<file path="src/rtl/fsqrt_arb_if.sv">
// Request/response handshake bundle between FPU requesters and the fsqrt arbiter.
// Requester i uses bit i of each valid/ready vector and bits [32i+31:32i] of each data bus.
interface fsqrt_arb_if #(
    parameter int N_REQ = 4
);
    logic [N_REQ-1:0]    req_valid;
    logic [32*N_REQ-1:0] req_x;
    logic [N_REQ-1:0]    req_ready;
    logic [N_REQ-1:0]    rsp_valid;
    logic [32*N_REQ-1:0] rsp_y;
    logic [N_REQ-1:0]    rsp_ready;

    // Requester side: presents operands and consumes results.
    modport master (
        output req_valid, req_x, rsp_ready,
        input  req_ready, rsp_valid, rsp_y
    );

    // Arbiter side: accepts operands and holds results.
    modport slave (
        input  req_valid, req_x, rsp_ready,
        output req_ready, rsp_valid, rsp_y
    );
endinterface

</file>
<file path="src/rtl/fsqrt_arb.sv">
// Round-robin arbiter sharing one fully pipelined fsqrt unit among N_REQ requesters.
// A requester tag travels alongside each operand through a LAT-deep shadow pipe so the
// result can be steered back into that requester's result register. Each requester has
// at most one operation outstanding, which guarantees a free result register at capture.
module fsqrt_arb #(
    parameter int  N_REQ = 4,
    parameter int  LAT   = 2,
    localparam int TAG_W = $clog2(N_REQ)
) (
    input  logic             clk,
    input  logic             rstn,
    fsqrt_arb_if.slave       bus,
    output logic [31:0]      sq_x,
    input  logic [31:0]      sq_y,
    output logic [TAG_W:0]   inflight
);

    logic [N_REQ-1:0]    busy;
    logic [N_REQ-1:0]    eligible;
    logic [N_REQ-1:0]    req_ready_c;
    logic [N_REQ-1:0]    rsp_valid_q;
    logic [32*N_REQ-1:0] rsp_y_q;
    logic [TAG_W-1:0]    rr_ptr;
    logic                grant_vld;
    logic [TAG_W-1:0]    grant_id;
    logic [TAG_W-1:0]    idx;
    logic [LAT-1:0]      tag_vld;
    logic [TAG_W-1:0]    tag_id [LAT];
    logic                capture;
    logic [TAG_W-1:0]    cap_id;

    assign eligible      = bus.req_valid & ~busy;
    assign capture       = tag_vld[LAT-1];
    assign cap_id        = tag_id[LAT-1];
    assign bus.req_ready = req_ready_c;
    assign bus.rsp_valid = rsp_valid_q;
    assign bus.rsp_y     = rsp_y_q;

    // Round-robin search starting just after the last granted requester; nothing is granted during reset.
    always_comb begin
        grant_vld = 1'b0;
        grant_id  = '0;
        idx       = '0;
        for (int k = 1; k <= N_REQ; k++) begin
            idx = TAG_W'((int'(rr_ptr) + k) % N_REQ);
            if (rstn && !grant_vld && eligible[idx]) begin
                grant_vld = 1'b1;
                grant_id  = idx;
            end
        end
    end

    // One-hot ready to the winner and its operand steered onto the shared fsqrt input.
    always_comb begin
        req_ready_c = '0;
        sq_x        = '0;
        if (grant_vld) begin
            req_ready_c[grant_id] = 1'b1;
            sq_x                  = bus.req_x[32*grant_id +: 32];
        end
    end

    // Round-robin pointer remembers the most recent winner.
    always_ff @(posedge clk or negedge rstn) begin
        if (!rstn) begin
            rr_ptr <= TAG_W'(N_REQ - 1);
        end else if (grant_vld) begin
            rr_ptr <= grant_id;
        end
    end

    // Shadow pipe carrying the requester tag in lockstep with the fsqrt datapath; it never stalls.
    always_ff @(posedge clk or negedge rstn) begin
        if (!rstn) begin
            tag_vld <= '0;
            for (int k = 0; k < LAT; k++) begin
                tag_id[k] <= '0;
            end
        end else begin
            tag_vld[0] <= grant_vld;
            tag_id[0]  <= grant_id;
            for (int k = 1; k < LAT; k++) begin
                tag_vld[k] <= tag_vld[k-1];
                tag_id[k]  <= tag_id[k-1];
            end
        end
    end

    // Per-requester busy flag: set on grant, cleared when the result is handed over.
    always_ff @(posedge clk or negedge rstn) begin
        if (!rstn) begin
            busy <= '0;
        end else begin
            for (int i = 0; i < N_REQ; i++) begin
                if (grant_vld && grant_id == TAG_W'(i)) begin
                    busy[i] <= 1'b1;
                end else if (rsp_valid_q[i] && bus.rsp_ready[i]) begin
                    busy[i] <= 1'b0;
                end
            end
        end
    end

    // Result registers: load on capture for the tagged requester, drop valid on the response handshake.
    always_ff @(posedge clk or negedge rstn) begin
        if (!rstn) begin
            rsp_valid_q <= '0;
            rsp_y_q     <= '0;
        end else begin
            for (int i = 0; i < N_REQ; i++) begin
                if (capture && cap_id == TAG_W'(i)) begin
                    rsp_valid_q[i]       <= 1'b1;
                    rsp_y_q[32*i +: 32]  <= sq_y;
                end else if (rsp_valid_q[i] && bus.rsp_ready[i]) begin
                    rsp_valid_q[i] <= 1'b0;
                end
            end
        end
    end

    // Count of operations issued but not yet landed in a result register.
    always_ff @(posedge clk or negedge rstn) begin
        if (!rstn) begin
            inflight <= '0;
        end else if (grant_vld && !capture) begin
            inflight <= inflight + 1'b1;
        end else if (!grant_vld && capture) begin
            inflight <= inflight - 1'b1;
        end
    end

endmodule
</file>
<file path="src/flat_wrapper.sv">
// flat-port wrapper written by rule: the top's interface ports become plain ports
module fsqrt_arb_flat 
#(
    parameter int  N_REQ = 4,
    parameter int  LAT   = 2,
    localparam int TAG_W = $clog2(N_REQ)
)
  (clk, rstn, sq_x, sq_y, inflight, bus_req_valid, bus_req_x, bus_rsp_ready, bus_req_ready, bus_rsp_valid, bus_rsp_y);
  fsqrt_arb_if #(.N_REQ(N_REQ)) bus_i ();
  input  logic clk;
  input  logic rstn;
  output logic [31:0] sq_x;
  input  logic [31:0] sq_y;
  output logic [TAG_W:0] inflight;
  input wire logic [$bits(bus_i.req_valid)-1:0] bus_req_valid;
  input wire logic [$bits(bus_i.req_x)-1:0] bus_req_x;
  input wire logic [$bits(bus_i.rsp_ready)-1:0] bus_rsp_ready;
  output wire logic [$bits(bus_i.req_ready)-1:0] bus_req_ready;
  output wire logic [$bits(bus_i.rsp_valid)-1:0] bus_rsp_valid;
  output wire logic [$bits(bus_i.rsp_y)-1:0] bus_rsp_y;
  assign bus_i.req_valid = bus_req_valid;
  assign bus_i.req_x = bus_req_x;
  assign bus_i.rsp_ready = bus_rsp_ready;
  assign bus_req_ready = bus_i.req_ready;
  assign bus_rsp_valid = bus_i.rsp_valid;
  assign bus_rsp_y = bus_i.rsp_y;
  fsqrt_arb #(.N_REQ(N_REQ), .LAT(LAT)) u_core (.clk(clk), .rstn(rstn), .bus(bus_i), .sq_x(sq_x), .sq_y(sq_y), .inflight(inflight));
endmodule
</file>
<file path="config.mk">
export PLATFORM = sky130hd
export DESIGN_NAME = fsqrt_arb_flat
export DESIGN_NICKNAME = d
export VERILOG_FILES = /design/src/rtl/fsqrt_arb_if.sv /design/src/rtl/fsqrt_arb.sv /design/src/flat_wrapper.sv
export SDC_FILE = /design/constraint.sdc
export NUM_CORES = 1
export LEC_CHECK = 0
export ABC_CLOCK_PERIOD_IN_PS = 2800
export CORE_AREA = 2 2 132 134
export DETAILED_ROUTE_END_ITERATION = 8
export DIE_AREA = 0 0 134 136
export DONT_BUFFER_PORTS = 1
export SLEW_MARGIN = 20
export SYNTH_ARGS = -nofsm -noshare
export SYNTH_HDL_FRONTEND = slang
export SYNTH_SLANG_ARGS = --single-unit
export TNS_END_PERCENT = 5
</file>
<file path="constraint.sdc">
create_clock -name clk -period 2.8 [get_ports clk]
set_clock_uncertainty 0.05 [all_clocks]
set_input_delay 0.14 -clock clk [delete_from_list [all_inputs] [get_ports clk]]
set_output_delay 0.14 -clock clk [all_outputs]
set_load 0.02 [all_outputs]
</file>
# Word-level counts from Yosys, hierarchy flattened
# Cells that the tools add are included.
[totals]
ff_bits = 147
[classes]
n_addsub = 6
n_lt_le_gt_ge = 6
n_eq_ne = 6
shifts = 1
muxes = 34
bitwise = 2
n_reduce_logical = 38
[op_table]
columns = ["cell", "count"]
rows = [
  ["variable part select 128 x 8 -> 32 bit", 1],
  ["two-way mux 32 bit", 1],
  ["logical AND 1 bit", 22],
  ["two-way mux 1 bit", 21],
  ["nonzero test 2 bit", 9],
  ["less-than comparator 2 x 3 -> 1 bit, second input constant", 5],
  ["binary-select mux 1 bit (select 2 bit)", 4],
  ["== test 2 bit, second input constant", 4],
  ["two-way mux 2 bit", 4],
  ["two-way mux 3 bit", 2],
  ["logical NOT 1 bit", 5],
  ["adder 2 x 1 -> 2 bit, second input constant", 2],
  ["adder 2 bit, second input constant", 2],
  ["AND 4 bit", 1],
  ["== test 2 x 1 -> 1 bit, second input constant", 2],
  ["logical NOT 2 bit", 2],
  ["two-way mux 4 bit", 1],
  ["NOT 4 bit", 1],
  ["adder 3 x 1 -> 3 bit, second input constant", 1],
  ["subtractor 3 x 1 -> 3 bit, second input constant", 1],
  ["demux 1 bit (select 2 bit)", 1],
  ["greater-or-equal comparator 2 x 1 -> 1 bit, second input constant", 1],
]

# Longest topological paths before layout
[depth]
depth_word = 23
ltp_mapped = 11

# Worst setup path before layout
# Ideal clock, no wire load.
[synth_timing]
kind = "reg-to-output"
start = "register u_core.rr_ptr[1]"
end = "output sq_x[10]"
t_arrival_ns = 2.214
required_ns = 2.610
slack_ns = 0.396
path_stages_with_launch = 8
path_buffers = 2
cell_sequence = "dfstp_2 > buf_2 > nor2_1 > a32o_1 > o211ai_1 > nand2_1 > buf_1 > o32ai_1"
[synth_via]
elab_chain_cells = 19
elab_cells_between_ends = 32
[synth_rtl]
columns = ["element", "line", "rtl"]
rows = [
  ["start, declared", "fsqrt_arb.sv:23", "logic [TAG_W-1:0] rr_ptr;"],
  ["start signal, assigned", "fsqrt_arb.sv:66", "rr_ptr <= TAG_W'(N_REQ - 1);"],
  ["start signal, assigned", "fsqrt_arb.sv:68", "rr_ptr <= grant_id;"],
  ["adder 2 x 1 -> 2 bit", "fsqrt_arb.sv:45", "idx = TAG_W'((int'(rr_ptr) + k) % N_REQ);"],
  ["binary-select mux 1 bit (select 2 bit)", "fsqrt_arb.sv:46", "if (rstn && !grant_vld && eligible[idx]) begin"],
  ["two-way mux 1 bit (implied by the code)", "fsqrt_arb.sv:46", ""],
  ["logical AND 1 bit", "fsqrt_arb.sv:46", ""],
  ["two-way mux 1 bit", "fsqrt_arb.sv:46", ""],
  ["logical NOT 1 bit", "fsqrt_arb.sv:46", ""],
  ["logical AND 1 bit (2 in series)", "fsqrt_arb.sv:46", ""],
  ["two-way mux 1 bit", "fsqrt_arb.sv:46", ""],
  ["logical NOT 1 bit", "fsqrt_arb.sv:46", ""],
  ["logical AND 1 bit (2 in series)", "fsqrt_arb.sv:46", ""],
  ["two-way mux 1 bit", "fsqrt_arb.sv:46", ""],
  ["logical NOT 1 bit", "fsqrt_arb.sv:46", ""],
  ["logical AND 1 bit (2 in series)", "fsqrt_arb.sv:46", ""],
  ["two-way mux 2 bit", "fsqrt_arb.sv:46", ""],
  ["variable part select 128 x 8 -> 32 bit", "fsqrt_arb.sv:59", "sq_x = bus.req_x[32*grant_id +: 32];"],
  ["two-way mux 32 bit (*)", "fsqrt_arb.sv:57", "if (grant_vld) begin"],
  ["end, declared", "flat_wrapper.sv:12", "output logic [31:0] sq_x;"],
]
# Mark *: on every way between the ends. The rest lies on a longest branch, timed or not. The select of a mux whose other input is x is not followed.

# Final worst setup path
[layout_timing]
start = "register u_core.rr_ptr[1]"
end = "output sq_x[14]"
# The elaborated chain is that of the path after synthesis.

==> results.cfg <==
[worst_setup_path]
path_buf_inv = 5
slowest_delay_ns = 0.54
worstSetupPathType = register to primary output
cp.required_ns = 2.61
crit_slowest_cell = dfstp_2
worst_ep_arrival_time_ns = 2.75
worstPathCellList = buf_4 -> mux2i_1 -> o2111ai_2 -> o211ai_4 -> buf_12 -> buf_16 -> buf_4 -> mux2i_1 -> o32ai_1 -> buf_4
crit_path_end_kind = primary output
crit_fanout = 12
cp_top_family = buffers and inverters
path_common_cell = buf_4
critPathLaunchType = register

[place]
detailedPlace.worstSlack_ns = 0.137
io_buffers = 0
dp_hpwl_um = 12600
place_congestion = 0.793
dpl_cell_area_um2 = 7290
dp.cells = 727

[routing]
ant_nets = 0
wl_per_cell_um = 24.0
drt-pass1-iter-count = 4
via_per_inst = 5.64
wl_um = 19500
drtIter0Drc = 125
drc_errors = 0
vias = 4595

[final_layout]
postLayoutCoreUtil = 0.511
synthToLayoutAreaGrowth_pct = 26.7
fillers = 1425
nets = 748
ff_latch_area_um2 = 3680
multi_input_area_um2 = 3010
n_antenna_cell = 0
final_cell_area_um2 = 8630
drive_gt1_frac = 0.440
final_cells = 814

[grt]
grt_pass1_vias = 4749
grt-ovfl-total = 0
grt_max_degree = 156
groute.layer.met1.usage = 0.219
grt_pass1_wl_um = 27800
top_usage_layer = met2
met3_usage = 0.0697
antenna_found_initial = 0
grt_usage = 0.201
grt_util_met2 = 0.359

[timing]
max_slew.worst_pin.slew_ns = 0.556
finalSetupViolCount = 34
hold_violations = 147
setup_ws_ns = -0.137
hold_slack_ns = -0.639
setup_total_negative_slack_ns = -2.47
slew_headroom = 0.629
min_period_ns = 2.94
finalCritPeriodShare = 1.05
rsz0062_at_grt = true
fmax_ghz = 0.340
slew_viol_final = 0

[die]
start_util = 0.403
die_w_um = 134
ios = 341
die_area_um2 = 18200
die_h_um = 136
placeableCoreArea_um2 = 16900
row_count = 48

[clocking]
cts_sinks = 147
cts-root-buf = clkbuf_16
clk_pin_slew_worst_paths_ns = 0.06
clock_latency_ns = 0.42
tritoncts = built
cts_buffers = 17
clock_path_buffers = 2
cts.htree.levels = 4
holdBufCountCts = 37

[synth]
synthFlopType = dfrtp_1
synth_edf_count = 0
ys_async_sr_fraction = 1.00
synth_area_um2 = 6810
postSynthRegisterBits = 147
synth_top_area_frac = 0.533
synth_largest_area_cell = dfrtp_1
synthDistinctLibCells = 41
ys_warn_count = 0
yosysSeqAreaShare = 0.541
synth_area_per_cell_um2 = 13.9
synth_fp_nets = 663
syn_inst = 491
synth_area_leaders = dfrtp_1 (53%), mux2_2 (21%), mux2i_1 (9.7%), o32ai_1 (3.2%), o32ai_2 (1.7%)

[run_status]
status = finished with violations
violations = negative hold slack, negative setup slack

[power_and_ir_drop]
power.leakage_nw = 3.91
power_density_nw_per_um2 = 1430
peakVddDrop_mv = 0.569
power_mw = 12.3

[flow_run]
maxCapViolations = 0

[min_path]
hold_class = input port to asynchronous set/reset pin
-- cell families after synthesis --
family / Yosys count / synth area share
muxes: 196 / 0.312
DFF: 147 / 0.541
AOI/OAI and AO/OA: 54 / 0.0709
buffers and inverters: 45 / 0.0347
and+or+nand+nor: 44 / 0.0331
xor gates and xnor gates: 3 / 0.00386
adders and majority gates: 2 / 0.00478
-- sequential cells by signal (all words and copies together), names as in the netlist --
signal / count
u_core.bus.rsp_y: 128
u_core.bus.rsp_valid: 4
u_core.busy: 4
u_core.inflight: 3
u_core.cap_id: 2
u_core.rr_ptr: 2
u_core.tag_id: 2
u_core.tag_vld: 2
-- layout by cell type, fill, tap and decap left out, types with 2 or more instances in the layout --
cell type	netlist	final
and2b_2	0	2
buf_12	0	6
buf_16	0	2
buf_4	4	49
buf_6	6	2
bufinv_16	0	2
clkbuf_16	0	20
clkbuf_8	0	2
clkinv_4	0	2
clkinvlp_4	0	2
dfrtp_1	145	145
dfstp_2	2	2
dlygate4sd3_1	0	37
inv_1	11	10
inv_2	1	2
inv_6	0	4
mux2_2	130	130
mux2i_1	66	58
mux2i_2	0	7
nand2_1	16	16
nand2b_1	3	2
nand2b_4	1	2
nand3_2	0	2
nand3b_1	4	4
nor2_1	7	6
nor3_1	4	3
o21ai_0	10	10
o32ai_1	25	22
o32ai_2	7	10
xor2_1	2	2
-- power by group --
part           total [mW]  switching, mW  internal [mW]
registers            5.30           2.09           3.20
clock network        2.28          0.902           1.38
logic                4.77           2.23           2.54
total                12.3           5.22           7.13
-- synth_stat cells (2+ instances only) --
library cell	instances
nor3_1	4
buf_6	6
clkbuf_1	16
o32ai_2	7
o32ai_1	25
dfrtp_1	145
nand2b_1	3
mux2i_1	66
xor2_1	2
a32o_1	2
dfstp_2	2
buf_4	4
nor2_1	7
buf_2	6
nand3_1	2
o21ai_0	10
nand2_1	16
inv_1	11
mux2_2	130
nand3b_1	4
and3_1	2
and2b_1	2
-- routing by layer --
| layer | routed length (um) | vias to the layer above | share of wire |
|---|---|---|---|
| met5 | 0 | - | 0 |
| met4 | 661 | 0 | 0.034 |
| met3 | 1670 | 42 | 0.085 |
| met2 | 10200 | 244 | 0.52 |
| met1 | 7030 | 2316 | 0.36 |
| li1 | - | 1993 | - |
-- worst paths after layout --
path / startpoint / end / slack [ns] / cells after the start
min in group clk: rstn / u_core.tag_vld[0] / 0.21 / 2
max reg2reg: u_core.busy[2] / u_core.inflight[1] / 0.44 / 8
max: u_core.rr_ptr[1] / sq_x[14] / -0.14 / 10
max in group asynchronous: rstn / u_core.rr_ptr[0] / 3.07 / 0
min reg2reg: u_core.tag_vld[0] / u_core.tag_vld[1] / 0.30 / 0
min: rstn / u_core.bus.rsp_y[108] / -0.64 / 0
-- final cells by class --
cell class / instances / area share
Multi-Input combinational cell: 299 / 0.349
Clock inverter: 12 / 0.0167
Timing Repair Buffer: 99 / 0.117
Inverter: 12 / 0.00522
Sequential cell: 147 / 0.427
Clock buffer: 20 / 0.0529
Tap cell: 225 / 0.0326
-- timing repair --
action,in CTS,in global routing
endpoints found under the hold margin,284,147
gates cloned,2,3
pin swaps,1,8
endpoints found under the setup margin,35,35
resized for setup,10,18
setup buffers,4,9
No activity file was read; power rests on OpenSTA's default activity.
